## config.mk

```make
export PLATFORM = sky130hd
export DESIGN_NAME = hazard_stall_ctrl_flat
export DESIGN_NICKNAME = d
export VERILOG_FILES = /design/src/rtl/hazard_stall_ctrl_pkg.sv /design/src/rtl/hazard_stall_ctrl_if.sv /design/src/rtl/hazard_stall_ctrl_mdu_busy_counter.sv /design/src/rtl/hazard_stall_ctrl.sv /design/src/flat_wrapper.sv
export SDC_FILE = /design/constraint.sdc
export NUM_CORES = 1
export LEC_CHECK = 0
export CAP_MARGIN = 25
export CORE_MARGIN = 2
export CORE_UTILIZATION = 55
export CTS_CLUSTER_SIZE = 40
export DETAILED_ROUTE_END_ITERATION = 7
export DONT_BUFFER_PORTS = 1
export HOLD_SLACK_MARGIN = 0.02
export MAX_ROUTING_LAYER = met4
export PLACE_DENSITY_LB_ADDON = 0.12
export SLEW_MARGIN = 0
export SYNTH_ARGS = -nofsm -noshare
export SYNTH_HDL_FRONTEND = slang
export SYNTH_HIERARCHICAL = 1
export SYNTH_SLANG_ARGS = --single-unit
export TNS_END_PERCENT = 100
```

## constraint.sdc

```tcl
create_clock -name clk -period 5.15 [get_ports clk]
set_input_delay 1.03 -clock clk [delete_from_list [all_inputs] [get_ports clk]]
set_output_delay 1.03 -clock clk [all_outputs]
set_load 0.01 [all_outputs]
```

## src/rtl/hazard_stall_ctrl_pkg.sv

```systemverilog
// Shared pipeline constants for the hazard/stall controller.
// Holds the default MDU latency, the zero-register id, and the opcode/funct
// encodings that the decode stage uses to derive id_is_mdu / id_is_hilo.
package hazard_stall_ctrl_pkg;

    localparam int unsigned MDU_LATENCY_DEFAULT = 4;
    localparam logic [4:0]  REG_ZERO            = 5'd0;

    localparam logic [5:0] OP_SPECIAL  = 6'h00;
    localparam logic [5:0] FUNCT_MFHI  = 6'h10;
    localparam logic [5:0] FUNCT_MTHI  = 6'h11;
    localparam logic [5:0] FUNCT_MFLO  = 6'h12;
    localparam logic [5:0] FUNCT_MTLO  = 6'h13;
    localparam logic [5:0] FUNCT_MULT  = 6'h18;
    localparam logic [5:0] FUNCT_MULTU = 6'h19;
    localparam logic [5:0] FUNCT_DIV   = 6'h1a;
    localparam logic [5:0] FUNCT_DIVU  = 6'h1b;

    // mult/multu/div/divu
    function automatic logic is_mdu_op(input logic [5:0] opcode, input logic [5:0] funct);
        return (opcode == OP_SPECIAL) &&
               (funct inside {FUNCT_MULT, FUNCT_MULTU, FUNCT_DIV, FUNCT_DIVU});
    endfunction

    // mfhi/mflo/mthi/mtlo
    function automatic logic is_hilo_op(input logic [5:0] opcode, input logic [5:0] funct);
        return (opcode == OP_SPECIAL) &&
               (funct inside {FUNCT_MFHI, FUNCT_MTHI, FUNCT_MFLO, FUNCT_MTLO});
    endfunction

endpackage

```

## src/rtl/hazard_stall_ctrl_if.sv

```systemverilog
// Pipeline-control bundle between the decode/execute stages and the
// hazard/stall controller.
//   master: drives ID/EX instruction info, receives stall/flush controls.
//   slave : the controller itself.
interface hazard_stall_ctrl_if #(
    parameter int unsigned CNT_W = 32
);
    logic [4:0]       id_rs;
    logic [4:0]       id_rt;
    logic             id_uses_rs;
    logic             id_uses_rt;
    logic             id_is_mdu;
    logic             id_is_hilo;
    logic             ex_memread;
    logic [4:0]       ex_writereg;
    logic             branch_taken_ex;
    logic             pc_write;
    logic             ifid_write;
    logic             ifid_flush;
    logic             idex_flush;
    logic             mdu_start;
    logic             mdu_busy;
    logic [CNT_W-1:0] stall_cycles;

    modport master (
        output id_rs, id_rt, id_uses_rs, id_uses_rt, id_is_mdu, id_is_hilo,
               ex_memread, ex_writereg, branch_taken_ex,
        input  pc_write, ifid_write, ifid_flush, idex_flush, mdu_start, mdu_busy,
               stall_cycles
    );

    modport slave (
        input  id_rs, id_rt, id_uses_rs, id_uses_rt, id_is_mdu, id_is_hilo,
               ex_memread, ex_writereg, branch_taken_ex,
        output pc_write, ifid_write, ifid_flush, idex_flush, mdu_start, mdu_busy,
               stall_cycles
    );
endinterface

```

## src/rtl/hazard_stall_ctrl_mdu_busy_counter.sv

```systemverilog
// MDU busy counter: reloads Latency when a mult/div issues, otherwise counts
// down to zero and holds. busy_o is high while the count is nonzero.
//   clk     : system clock
//   reset   : asynchronous active-high reset (abandons any count in flight)
//   start_i : MDU issue strobe
//   busy_o  : MDU still busy
module hazard_stall_ctrl_mdu_busy_counter #(
    parameter int unsigned Latency = 4
) (
    input  logic clk,
    input  logic reset,
    input  logic start_i,
    output logic busy_o
);

    logic [3:0] cnt_q, cnt_d;

    always_comb begin
        cnt_d = cnt_q;
        if (start_i) begin
            cnt_d = 4'(Latency);
        end else if (cnt_q != 4'd0) begin
            cnt_d = cnt_q - 4'd1;
        end
    end

    always_ff @(posedge clk or posedge reset) begin
        if (reset) begin
            cnt_q <= 4'd0;
        end else begin
            cnt_q <= cnt_d;
        end
    end

    assign busy_o = (cnt_q != 4'd0);

endmodule

```

## src/rtl/hazard_stall_ctrl.sv

```systemverilog
// Pipeline sequencing controller: resolves load-use RAW (one bubble), taken
// branch squash, and MDU/HI-LO hazards (stall while the MDU is busy), and
// keeps a saturating count of stalled cycles.
//   clk   : system clock
//   reset : asynchronous active-high reset
//   bus   : control bundle (slave side) -- ID/EX info in, PC/IF-ID/ID-EX
//           enables/flushes, MDU start/busy and stall_cycles out
module hazard_stall_ctrl
    import hazard_stall_ctrl_pkg::*;
#(
    parameter int unsigned MDU_LATENCY = MDU_LATENCY_DEFAULT,
    parameter int unsigned CNT_W       = 32
) (
    input  logic                clk,
    input  logic                reset,
    hazard_stall_ctrl_if.slave  bus
);

    logic             load_use;
    logic             mdu_hazard;
    logic             mdu_busy;
    logic             stall_req;
    logic             mdu_start;
    logic [CNT_W-1:0] stall_q, stall_d;

    assign load_use = bus.ex_memread && (bus.ex_writereg != REG_ZERO) &&
                      ((bus.id_uses_rs && (bus.id_rs == bus.ex_writereg)) ||
                       (bus.id_uses_rt && (bus.id_rt == bus.ex_writereg)));

    assign mdu_hazard = mdu_busy && (bus.id_is_mdu || bus.id_is_hilo);

    // A taken branch squashes the ID instruction, so it never stalls.
    assign stall_req = (load_use || mdu_hazard) && !bus.branch_taken_ex;

    always_comb begin
        bus.pc_write   = 1'b1;
        bus.ifid_write = 1'b1;
        bus.ifid_flush = 1'b0;
        bus.idex_flush = 1'b0;
        mdu_start      = 1'b0;
        // Outputs are forced to their idle values while reset is held.
        if (!reset) begin
            if (bus.branch_taken_ex) begin
                bus.ifid_flush = 1'b1;
                bus.idex_flush = 1'b1;
            end else if (stall_req) begin
                bus.pc_write   = 1'b0;
                bus.ifid_write = 1'b0;
                bus.idex_flush = 1'b1;
            end else begin
                mdu_start = bus.id_is_mdu;
            end
        end
    end

    assign bus.mdu_start = mdu_start;
    assign bus.mdu_busy  = mdu_busy;

    hazard_stall_ctrl_mdu_busy_counter #(
        .Latency (MDU_LATENCY)
    ) u_mdu_busy_counter (
        .clk     (clk),
        .reset   (reset),
        .start_i (mdu_start),
        .busy_o  (mdu_busy)
    );

    // Saturating performance counter: sticks at all-ones.
    always_comb begin
        stall_d = stall_q;
        if (stall_req && (stall_q != '1)) begin
            stall_d = stall_q + 1'b1;
        end
    end

    always_ff @(posedge clk or posedge reset) begin
        if (reset) begin
            stall_q <= '0;
        end else begin
            stall_q <= stall_d;
        end
    end

    assign bus.stall_cycles = stall_q;

endmodule

```

## src/flat_wrapper.sv

```systemverilog
// flat-port wrapper written by rule: the top's interface ports become plain ports
module hazard_stall_ctrl_flat import hazard_stall_ctrl_pkg::*;
#(
    parameter int unsigned MDU_LATENCY = MDU_LATENCY_DEFAULT,
    parameter int unsigned CNT_W       = 32
)
  (clk, reset, bus_id_rs, bus_id_rt, bus_id_uses_rs, bus_id_uses_rt, bus_id_is_mdu, bus_id_is_hilo, bus_ex_memread, bus_ex_writereg, bus_branch_taken_ex, bus_pc_write, bus_ifid_write, bus_ifid_flush, bus_idex_flush, bus_mdu_start, bus_mdu_busy, bus_stall_cycles);
  hazard_stall_ctrl_if #(.CNT_W(CNT_W)) bus_i ();
  input  logic clk;
  input  logic reset;
  input wire logic [$bits(bus_i.id_rs)-1:0] bus_id_rs;
  input wire logic [$bits(bus_i.id_rt)-1:0] bus_id_rt;
  input wire logic [$bits(bus_i.id_uses_rs)-1:0] bus_id_uses_rs;
  input wire logic [$bits(bus_i.id_uses_rt)-1:0] bus_id_uses_rt;
  input wire logic [$bits(bus_i.id_is_mdu)-1:0] bus_id_is_mdu;
  input wire logic [$bits(bus_i.id_is_hilo)-1:0] bus_id_is_hilo;
  input wire logic [$bits(bus_i.ex_memread)-1:0] bus_ex_memread;
  input wire logic [$bits(bus_i.ex_writereg)-1:0] bus_ex_writereg;
  input wire logic [$bits(bus_i.branch_taken_ex)-1:0] bus_branch_taken_ex;
  output wire logic [$bits(bus_i.pc_write)-1:0] bus_pc_write;
  output wire logic [$bits(bus_i.ifid_write)-1:0] bus_ifid_write;
  output wire logic [$bits(bus_i.ifid_flush)-1:0] bus_ifid_flush;
  output wire logic [$bits(bus_i.idex_flush)-1:0] bus_idex_flush;
  output wire logic [$bits(bus_i.mdu_start)-1:0] bus_mdu_start;
  output wire logic [$bits(bus_i.mdu_busy)-1:0] bus_mdu_busy;
  output wire logic [$bits(bus_i.stall_cycles)-1:0] bus_stall_cycles;
  assign bus_i.id_rs = bus_id_rs;
  assign bus_i.id_rt = bus_id_rt;
  assign bus_i.id_uses_rs = bus_id_uses_rs;
  assign bus_i.id_uses_rt = bus_id_uses_rt;
  assign bus_i.id_is_mdu = bus_id_is_mdu;
  assign bus_i.id_is_hilo = bus_id_is_hilo;
  assign bus_i.ex_memread = bus_ex_memread;
  assign bus_i.ex_writereg = bus_ex_writereg;
  assign bus_i.branch_taken_ex = bus_branch_taken_ex;
  assign bus_pc_write = bus_i.pc_write;
  assign bus_ifid_write = bus_i.ifid_write;
  assign bus_ifid_flush = bus_i.ifid_flush;
  assign bus_idex_flush = bus_i.idex_flush;
  assign bus_mdu_start = bus_i.mdu_start;
  assign bus_mdu_busy = bus_i.mdu_busy;
  assign bus_stall_cycles = bus_i.stall_cycles;
  hazard_stall_ctrl #(.MDU_LATENCY(MDU_LATENCY), .CNT_W(CNT_W)) u_core (.clk(clk), .reset(reset), .bus(bus_i));
endmodule
```

==> impl_metrics.yaml, run 1 <==
setup_path:
  cp-end-kind: "primary output"
  worstSetupPathType: "in2out"
  critical_path.cell_chain: "or4_1 > o21ai_0 > o21ai_0 > nor2_1 > and3_1"
  worst-endpoint-arrival_ns: 2.37
  startpoint_type: "input pin"
  crit_top_cell: "sky130_fd_sc_hd__o21ai_0"
  worst-endpoint-required_ns: 4.12
  crit_path_max_fanout: 7
  critPathMaxStageDelay_ns: 0.51
  critPathSlowestCell: "sky130_fd_sc_hd__or4_1"
clocking:
  cts-htree-levels: 2
  clock_sinks: 36
  cts.clk_slew.worst_paths_ns: 0.11
  clk_path_buf_depth: 2
  post_cts_repair_timing_setup_buffer_count: 0
  postCtsHoldBufs: 0
  resized_cells_post_cts: 0
  insertion_delay_ns: 0.33
  root_buffer: "sky130_fd_sc_hd__clkbuf_4"
  cts_tree: "yes"
  cts_made_buffers: 5
synth:
  yosys_warnings: 6
  number_of_library_cell_types_mapped_by_synthesis: 31
  synthFlopType: "sky130_fd_sc_hd__dfrtp_1"
  yosys.area.top_type: "sky130_fd_sc_hd__dfrtp_1"
  number_of_cells_produced_by_synthesis: 178
  count_of_flip_flops_with_a_built_in_enable_after_synthesis: 0
  mappedNetlistNets: 204
  ys_seq_elements: 36
  synthesis.area_mm2: 0.00193
  synth.avg_cell_area_um2: 10.9
  synthArstFlopShare_pct: 100
  synth_top_area_share_pct: 46.6
  yosysSeqAreaShare_pct: 46.6
  synth.area.top_cells: "sky130_fd_sc_hd__dfrtp_1, sky130_fd_sc_hd__xnor2_1, sky130_fd_sc_hd__nand4_1"
drt:
  routed_wire_length_per_instance_um: 15.8
  drt_pass1_iterations: 4
  routed-via-count: 1331
  route.detailed.vias_per_inst: 5.86
  postRouteAntennaNets: 0
  wl_mm: 3.59
  drc_violation_count_after_routing: 0
  drt_iter0_drc: 83
layout:
  antennaDiodeCount: 0
  drive_above_1_share_pct: 9.39
  synthToLayoutAreaGrowth_pct: 4.21
  filler_cell_count: 313
  multiInputGateArea_um2: 946
  sequential_cell_area_um2: 901
  final_net_count: 206
  final-instance-count-excl-fill: 227
pwr:
  power.switching_uw: 232
  power_leakage_uw: 0.000881
  pwr-share-seq_pct: 51.3
  cellInternalPower_uw: 515
  comb_power_share_pct: 23.0
  max-vdd-ir-drop_uv: 245
  swShare_pct: 31.0
  power_density_mw_per_mm2: 371
  power.clock.fraction_pct: 25.7
timing:
  achievable-frequency_ghz: 0.294
  finalHoldViolations: 0
  rsz0062_at_grt: "no"
  fin_skew_ns: 0.0153
  setup_viol: 0
  relative_slew_slack_pct: 48.5
  period_share_pct: 66.0
  totalNegativeSetupSlack_ns: 0
  maxSlewViolCount: 0
  post-route-min-period_ns: 3.40
  timing_worst_slew_pin_value_ns: 0.771
global_route:
  grt_start_max_net_pins: 33
  vias_in_the_first_global_route: 1420
  globalRouteOverflowTotal: 0
  groute.usage.overall_pct: 20.9
  global_route_wire_length_before_repair_mm: 6.42
  initial_antenna_violation_count: 0
place:
  gp_congestion: 0.821
  placed_cells: 219
  portBuffers: 0
  place.detailed.hpwl_mm: 2.63
floorplan:
  floorplan.initialDensity_pct: 57.5
  core.rowCount: 21
  area_of_the_die_mm2: 0.00400
  die-height_um: 63.3
  die_x_um: 63.3
  boundaryPins: 61
  core_mm2: 0.00336
worst_hold_path:
  min_path_type: "in2async"
run:
  timing.max_cap.violations: 0
status:
  status: "complete, no violations"
flip-flops by register name, summed over array words and instances (netlist names):
signal / count
u_core/bus.stall_cycles: 32
u_core/u_mdu_busy_counter/cnt_q: 4
synthesized netlist by cell type (2+ instances only):
master                     n
sky130_fd_sc_hd__and3_4    2
sky130_fd_sc_hd__dfrtp_1  36
sky130_fd_sc_hd__xor2_1    2
sky130_fd_sc_hd__and3_1   10
sky130_fd_sc_hd__nor2_1    5
sky130_fd_sc_hd__o21ai_0   3
sky130_fd_sc_hd__nor2b_1   5
sky130_fd_sc_hd__nor3_1    3
sky130_fd_sc_hd__inv_1     7
sky130_fd_sc_hd__ha_1      3
sky130_fd_sc_hd__nand2_1  10
sky130_fd_sc_hd__nand3_1  10
sky130_fd_sc_hd__buf_4     2
sky130_fd_sc_hd__xnor2_1  39
sky130_fd_sc_hd__mux2_4    2
sky130_fd_sc_hd__nand4_1  19
sky130_fd_sc_hd__and4_1    3
sky130_fd_sc_hd__buf_6     4
metrics by stage:
step / hold slack, ns / cell area, µm² / util (%) / total power, µW / setup slack [ns]
after floorplan: 0.519 / 1930 / - / 535 / 1.85
after global placement: 0.538 / 1940 / 57.6 / 551 / 1.82
after detailed placement: 0.544 / 1940 / 57.6 / 563 / 1.76
after CTS: 0.445 / 2010 / 59.9 / 755 / 1.75
after global routing: 0.445 / 2010 / 59.9 / 798 / 1.55
final: 0.449 / 2010 / 59.9 / 747 / 1.75
placed cells by master (no fill, tap or decap), types with 5 or more instances in the layout:
cell	n
sky130_fd_sc_hd__and3_1	10
sky130_fd_sc_hd__clkbuf_4	5
sky130_fd_sc_hd__dfrtp_1	36
sky130_fd_sc_hd__inv_1	7
sky130_fd_sc_hd__nand2_1	10
sky130_fd_sc_hd__nand3_1	10
sky130_fd_sc_hd__nand4_1	19
sky130_fd_sc_hd__nor2_1	5
sky130_fd_sc_hd__nor2b_1	5
sky130_fd_sc_hd__xnor2_1	39
layout make-up:
type / count / area share (%)
clock buffers: 6 / 2.05
clock inverters: 2 / 1.74
inverters: 7 / 1.30
multi-input cells: 129 / 47.0
flip-flops and latches: 36 / 44.7
well taps: 46 / 2.86
repair buffers: 1 / 0.373
per-layer routing:
metal | GRT usage, % | vias to the layer above | share of wire [%]
met5 | - | - | 0
met4 | 5.98 | 0 | 1.4
met3 | 8.04 | 6 | 8.0
met2 | 33.1 | 53 | 47
met1 | 24.9 | 643 | 43
li1 | - | 629 | -
power groups by stage:
| stage | Combinational [µW] | Sequential (µW) | Clock [µW] |
|---|---|---|---|
| after floorplan | 160 | 375 | 0 |
| after global placement | 167 | 384 | 0 |
| after detailed placement | 174 | 389 | 0 |
| after CTS | 175 | 383 | 197 |
| after global routing | 199 | 391 | 208 |
| final | 172 | 383 | 192 |
critical path: cells and delay by family:
family / cells / cell delay, ns
and+or+nand+nor: 3 / 1.01
AOI/OAI and AO/OA: 2 / 0.34
path summary, 6_finish.rpt:
check	from	end	slack, ns	cells after the start
worst max-delay path	bus_ex_writereg[1]	bus_mdu_start	1.75	5
worst min-delay path	reset	u_core/u_mdu_busy_counter/cnt_q[2]	0.45	1
worst max register to register	u_core/bus.stall_cycles[0]	u_core/bus.stall_cycles[11]	2.48	7
worst min register to register	u_core/bus.stall_cycles[27]	u_core/bus.stall_cycles[27]	0.56	1
max in group asynchronous	reset	u_core/bus.stall_cycles[29]	4.16	2
min in group clk	u_core/bus.stall_cycles[27]	u_core/bus.stall_cycles[27]	0.56	1
cell families (layout without fill, tap and decap cells):
family                     after synthesis  count (layout)  synth area share (%)
and+or+nand+nor                         73              73                  22.7
muxes                                    3               3                  2.14
adders and majority gates                3               3                  1.94
DFF                                     36              36                  46.6
xor gates and xnor gates                41              41                  18.6
buffers and inverters                   13              16                  4.47
AOI/OAI and AO/OA                        9               9                  3.62
No activity file was read; power rests on OpenSTA's default activity.
==> run 2: changes to the inputs <==
clock period = 2.9 ns   (was 5.15 ns; I/O delays follow)
==> run 2 against run 1 <==
  * Sequential cell count stayed put
  * Combinational power is 97% higher
  * Die area did not move
  * Register-to-register slack lost 2.1 ns
  * Core utilization rose by 0.41 points
  * Setup slack got worse by 1.6 ns
  * Clock power is 38% higher
  * Global-route usage down 0.15 points
  * Power grew 71%
  * Clock skew fell by 0.0058 ns
  * Critical endpoint unchanged
  * Largest power group unchanged
==> impl_metrics.yaml, run 2 (synthesis results as in run 1) <==
clocking:
  cts-htree-levels: 2
  insertion_delay_ns: 0.35
  root_buffer: "sky130_fd_sc_hd__clkbuf_4"
  clk_path_buf_depth: 2
  cts_made_buffers: 5
  clock_sinks: 36
  cts_tree: "yes"
  cts.clk_slew.worst_paths_ns: 0.12
global_route:
  grt_util_met2_pct: 33.4
  global_route_wire_length_before_repair_mm: 6.25
  initial_antenna_violation_count: 0
  gr-usage-met3_pct: 9.29
  grt_use_met1_pct: 23.2
  grt_most_used_layer: "met2"
  globalRouteOverflowTotal: 0
  grt_start_max_net_pins: 31
  groute.usage.overall_pct: 20.7
  vias_in_the_first_global_route: 1393
timing:
  relative_slew_slack_pct: 63.4
  rsz0062_at_grt: "no"
  totalNegativeSetupSlack_ns: 0
  setup_viol: 0
  timing_worst_slew_pin_value_ns: 0.547
  fin_skew_ns: 0.00950
  maxSlewViolCount: 0
  post-route-min-period_ns: 2.73
  achievable-frequency_ghz: 0.366
  period_share_pct: 94.2
  finalHoldViolations: 0
layout:
  final_net_count: 209
  drive_above_1_share_pct: 12.0
  largest_register_ff_count: 32
  final_core_utilization_pct: 60.3
  sequential_cell_area_um2: 901
  filler_cell_count: 299
  synthToLayoutAreaGrowth_pct: 4.92
  layout.cells.most_common_list: "sky130_fd_sc_hd__xnor2_1, sky130_fd_sc_hd__dfrtp_1, sky130_fd_sc_hd__nand4_1"
  multiInputGateArea_um2: 955
  layout.cells.most_common: "sky130_fd_sc_hd__xnor2_1"
  antennaDiodeCount: 0
setup_path:
  cp-end-kind: "primary output"
  worst-endpoint-required_ns: 2.32
  critPathSlowestCell: "sky130_fd_sc_hd__or3b_4"
  ff2ff_setup_slack_ns: 0.42
  regToRegStartpoint: "u_core/bus.stall_cycles[0]"
  cp_top_family: "simple AND/OR/NAND/NOR gates"
  worstSetupPathType: "reg2out"
  critPathBufInv: 1
  critPathMaxStageDelay_ns: 0.45
  startpoint_type: "flip-flop"
  critical_path.cell_chain: "inv_1 > ha_1 > or3b_4 > o21ai_2 > o21ai_0 > nor2_1 > and3_4"
  worst-r2r-cell-count: 8
  worst-endpoint-arrival_ns: 2.15
  crit_path_max_fanout: 7
  worst_r2r_endpoint: "u_core/bus.stall_cycles[13]"
  cp-startpoint: "u_core/u_mdu_busy_counter/cnt_q[1]"
place:
  place.detailed.hpwl_mm: 2.80
  portBuffers: 0
  gp_congestion: 0.755
pwr:
  max-vdd-ir-drop_uv: 379
  power_density_mw_per_mm2: 631
  power_leakage_uw: 0.000887
floorplan:
  floorplan.initialDensity_pct: 57.5
  core.rowCount: 21
  boundaryPins: 61
  core_mm2: 0.00336
  area_of_the_die_mm2: 0.00400
  die-height_um: 63.3
  die_x_um: 63.3
drt:
  wl_mm: 3.75
  route.detailed.vias_per_inst: 5.97
  routed_wire_length_per_instance_um: 16.3
  postRouteAntennaNets: 0
  routed-via-count: 1372
  drc_violation_count_after_routing: 0
  drt_iter0_drc: 98
  drt_pass1_iterations: 4
status:
  status: "complete, no violations"
worst_hold_path:
  min_path_type: "in2async"
run:
  timing.max_cap.violations: 0
## run 2: report_power, final
part	leakage [µW]	switching [µW]	internal [µW]
clock	0.0000349	172	93.0
combinational	0.000367	161	177
sequential	0.000485	104	573
## run 2: worst max path at each step
stage	end	cells after the start	slack [ns]
6_report	bus_mdu_start	7	0.17
5_1_grt	bus_mdu_start	7	0.01
4_1_cts	bus_mdu_start	7	0.02
3_5_place_dp	bus_mdu_start	7	0.37
3_3_place_gp	bus_mdu_start	5	0.47
2_1_floorplan	bus_pc_write	3	0.50
## run 2: per-layer routing
| metal | wire, µm | up-vias | part of all wire (%) |
|---|---|---|---|
| li1 | - | 634 | - |
| met1 | 1620 | 681 | 43 |
| met2 | 1830 | 52 | 49 |
| met3 | 261 | 5 | 7.0 |
| met4 | 44 | 0 | 1.2 |
| met5 | 0 | - | 0 |
## run 2: layout make-up
| class | instances | share of cell area (%) |
|---|---|---|
| Multi-Input combinational cell | 129 | 47.1 |
| Sequential cell | 36 | 44.4 |
| Tap cell | 46 | 2.84 |
| Clock buffer | 5 | 1.85 |
| Timing Repair Buffer | 4 | 1.60 |
| Inverter | 7 | 1.30 |
| Clock inverter | 3 | 0.925 |
## run 2: what timing repair did
item | CTS | global route
gates cloned | 0 | 0
hold buffers | 1 | 0
buffers inserted | 0 | 1
hold endpoints to repair | 4 | 0
endpoints found under the setup margin | 1 | 3
resized for setup | 1 | 3
## run 2: worst register-to-register path, cell delays in order, from the launching register on
cell	delay, ns
sky130_fd_sc_hd__dfrtp_1	0.47
sky130_fd_sc_hd__ha_1	0.26
sky130_fd_sc_hd__and4_1	0.24
sky130_fd_sc_hd__and3_1	0.31
sky130_fd_sc_hd__and4_4	0.27
sky130_fd_sc_hd__a21oi_4	0.13
sky130_fd_sc_hd__buf_4	0.32
sky130_fd_sc_hd__nand4_1	0.19
sky130_fd_sc_hd__xnor2_1	0.23
## run 2: per-stage QoR
stage          worst slack, ns  power [µW]  cell area, µm²  instances  hold slack [ns]
2_1_floorplan            0.501         950            1930        178            0.346
3_3_place_gp             0.472         981            1950        220            0.358
3_5_place_dp             0.367        1010            1950        220            0.364
4_1_cts                 0.0215        1280            2010        229           0.0852
5_1_grt                0.00985        1360            2030        230           0.0870
6_report                 0.167        1280            2030        230           0.0924
==> run 3: changes to the inputs <==
CORE_UTILIZATION = 52   (was 55)
RECOVER_POWER = 50   (was not set)
SLEW_MARGIN = not set   (was 0)
==> run 3 against run 2 <==
  * The run now ends with capacitance limit, slew limit left
  * Cell area up 0.74%
  * Sequential power about the same
  * Setup slack better by 0.00064 ns
  * Sequential cell count unchanged
  * Wire length down 4.5%
  * Clock power up 35%
  * Maximum frequency about the same
  * Clock-buffer cell count up 2
  * Core utilization down 3.6 points
  * Via count down 5.4%
  * Critical path type unchanged
  * Largest power group unchanged
  * Highest routed layer unchanged
==> impl_metrics.yaml, run 3 (synthesis results as in run 1) <==
timing:
  period_share_pct: 94.2
  setup_viol: 0
  timing_worst_slew_pin_value_ns: 1.66
  fin_skew_ns: 0.00578
  post-route-min-period_ns: 2.73
  relative_slew_slack_pct: -10.9
  maxSlewViolCount: 33
  achievable-frequency_ghz: 0.366
  totalNegativeSetupSlack_ns: 0
  rsz0062_at_grt: "no"
  finalHoldViolations: 0
  final_critical_path_setup_slack_ns: 0.168
floorplan:
  die-height_um: 65.0
  area_of_the_die_mm2: 0.00422
  floorplan.initialDensity_pct: 53.6
  boundaryPins: 61
  core.rowCount: 22
  die_x_um: 65.0
  core_mm2: 0.00361
place:
  postPlaceCellArea_mm2: 0.00195
  place.detailed.hpwl_mm: 2.68
  preCtsSetupSlack_ns: 0.395
  gp_congestion: 0.764
  portBuffers: 0
clocking:
  post_cts_repair_timing_setup_buffer_count: 0
  resized_cells_post_cts: 0
  cts-htree-levels: 2
  cts.clk_slew.worst_paths_ns: 0.07
  cts_made_buffers: 5
  insertion_delay_ns: 0.28
  clock_sinks: 36
  clk_path_buf_depth: 2
  postCtsHoldBufs: 0
  cts_tree: "yes"
  root_buffer: "sky130_fd_sc_hd__clkbuf_8"
pwr:
  total_power_uw: 1350
  power_density_mw_per_mm2: 663
  power_leakage_uw: 0.000883
  max-vdd-ir-drop_uv: 441
status:
  status: "finished, violations left"
  violations: "capacitance limit, slew limit"
drt:
  wl_mm: 3.58
  routed-via-count: 1298
  route.detailed.vias_per_inst: 5.64
  postRouteAntennaNets: 0
  drc_violation_count_after_routing: 0
  drt_pass1_iterations: 4
  routed_wire_length_per_instance_um: 15.6
  drt_iter0_drc: 89
layout:
  area_of_all_placed_cells_without_fillers_mm2: 0.00204
  antennaDiodeCount: 0
  final_net_count: 207
  drive_above_1_share_pct: 9.89
  synthToLayoutAreaGrowth_pct: 5.70
  filler_cell_count: 323
  largest_register_ff_count: 32
  layout.cells.most_common: "sky130_fd_sc_hd__xnor2_1"
  layout.cells.most_common_list: "sky130_fd_sc_hd__xnor2_1, sky130_fd_sc_hd__dfrtp_1, sky130_fd_sc_hd__nand4_1"
setup_path:
  cp-end-kind: "primary output"
  worst-endpoint-required_ns: 2.32
  worstSetupPathType: "reg2out"
  startpoint_type: "flip-flop"
  crit_path_max_fanout: 7
  worst-endpoint-arrival_ns: 2.15
global_route:
  initial_antenna_violation_count: 0
  globalRouteOverflowTotal: 0
  grt_start_max_net_pins: 33
  vias_in_the_first_global_route: 1359
  global_route_wire_length_before_repair_mm: 6.18
  groute.usage.overall_pct: 19.4
run:
  timing.max_cap.violations: 1
worst_hold_path:
  min_path_type: "in2async"
[run 3: routing by layer]
layer	wire (µm)	up-vias	share of wire [%]	GRT usage, %
li1	-	624	-	-
met1	1580	632	44	23.2
met2	1710	40	48	30.8
met3	271	2	7.6	6.94
met4	21	0	0.59	6.38
met5	0	-	0	-
[run 3: final timing paths]
path,startpoint,endpoint,slack [ns],depth (start not counted)
hold / removal,reset,u_core/u_mdu_busy_counter/cnt_q[3],0.07,1
setup reg to reg,u_core/u_mdu_busy_counter/cnt_q[0],u_core/bus.stall_cycles[1],0.50,9
setup / recovery,u_core/u_mdu_busy_counter/cnt_q[0],bus_mdu_start,0.17,7
hold reg to reg,u_core/bus.stall_cycles[11],u_core/bus.stall_cycles[11],0.56,1
min in group clk,u_core/bus.stall_cycles[11],u_core/bus.stall_cycles[11],0.56,1
max in group asynchronous,reset,u_core/bus.stall_cycles[2],1.13,2
[run 3: layout make-up]
type | instances | area (µm²) | area share (%)
Multi-Input combinational cell | 129 | 951 | 46.5
Sequential cell | 36 | 901 | 44.1
Clock buffer | 7 | 86.3 | 4.23
Tap cell | 48 | 60.1 | 2.94
Inverter | 7 | 26.3 | 1.29
Timing Repair Buffer | 2 | 11.3 | 0.551
Clock inverter | 1 | 7.51 | 0.367
[run 3: worst max-delay path, stage by stage (launching register included)]
cell and delay [ns]:
sky130_fd_sc_hd__dfrtp_1 0.41, sky130_fd_sc_hd__inv_1 0.10, sky130_fd_sc_hd__ha_1 0.20, sky130_fd_sc_hd__or3b_4 0.44
sky130_fd_sc_hd__o21ai_0 0.16, sky130_fd_sc_hd__o21ai_0 0.15, sky130_fd_sc_hd__nor2_1 0.14, sky130_fd_sc_hd__and3_4 0.26
[run 3: where the power goes]
group	total (µW)	switching [µW]	internal, µW
combinational	316	151	166
clock	359	166	193
sequential	678	105	574
total	1350	422	932
[run 3: stage by stage]
step / cells / util (%) / hold slack, ns
finish: 230 / 56.7 / 0.0688
global route: 230 / 56.7 / 0.0713
CTS: 230 / 56.6 / 0.0587
detailed placement: 222 / 54.0 / 0.367
global placement: 222 / 54.0 / 0.361
floorplan: 178 / - / 0.346
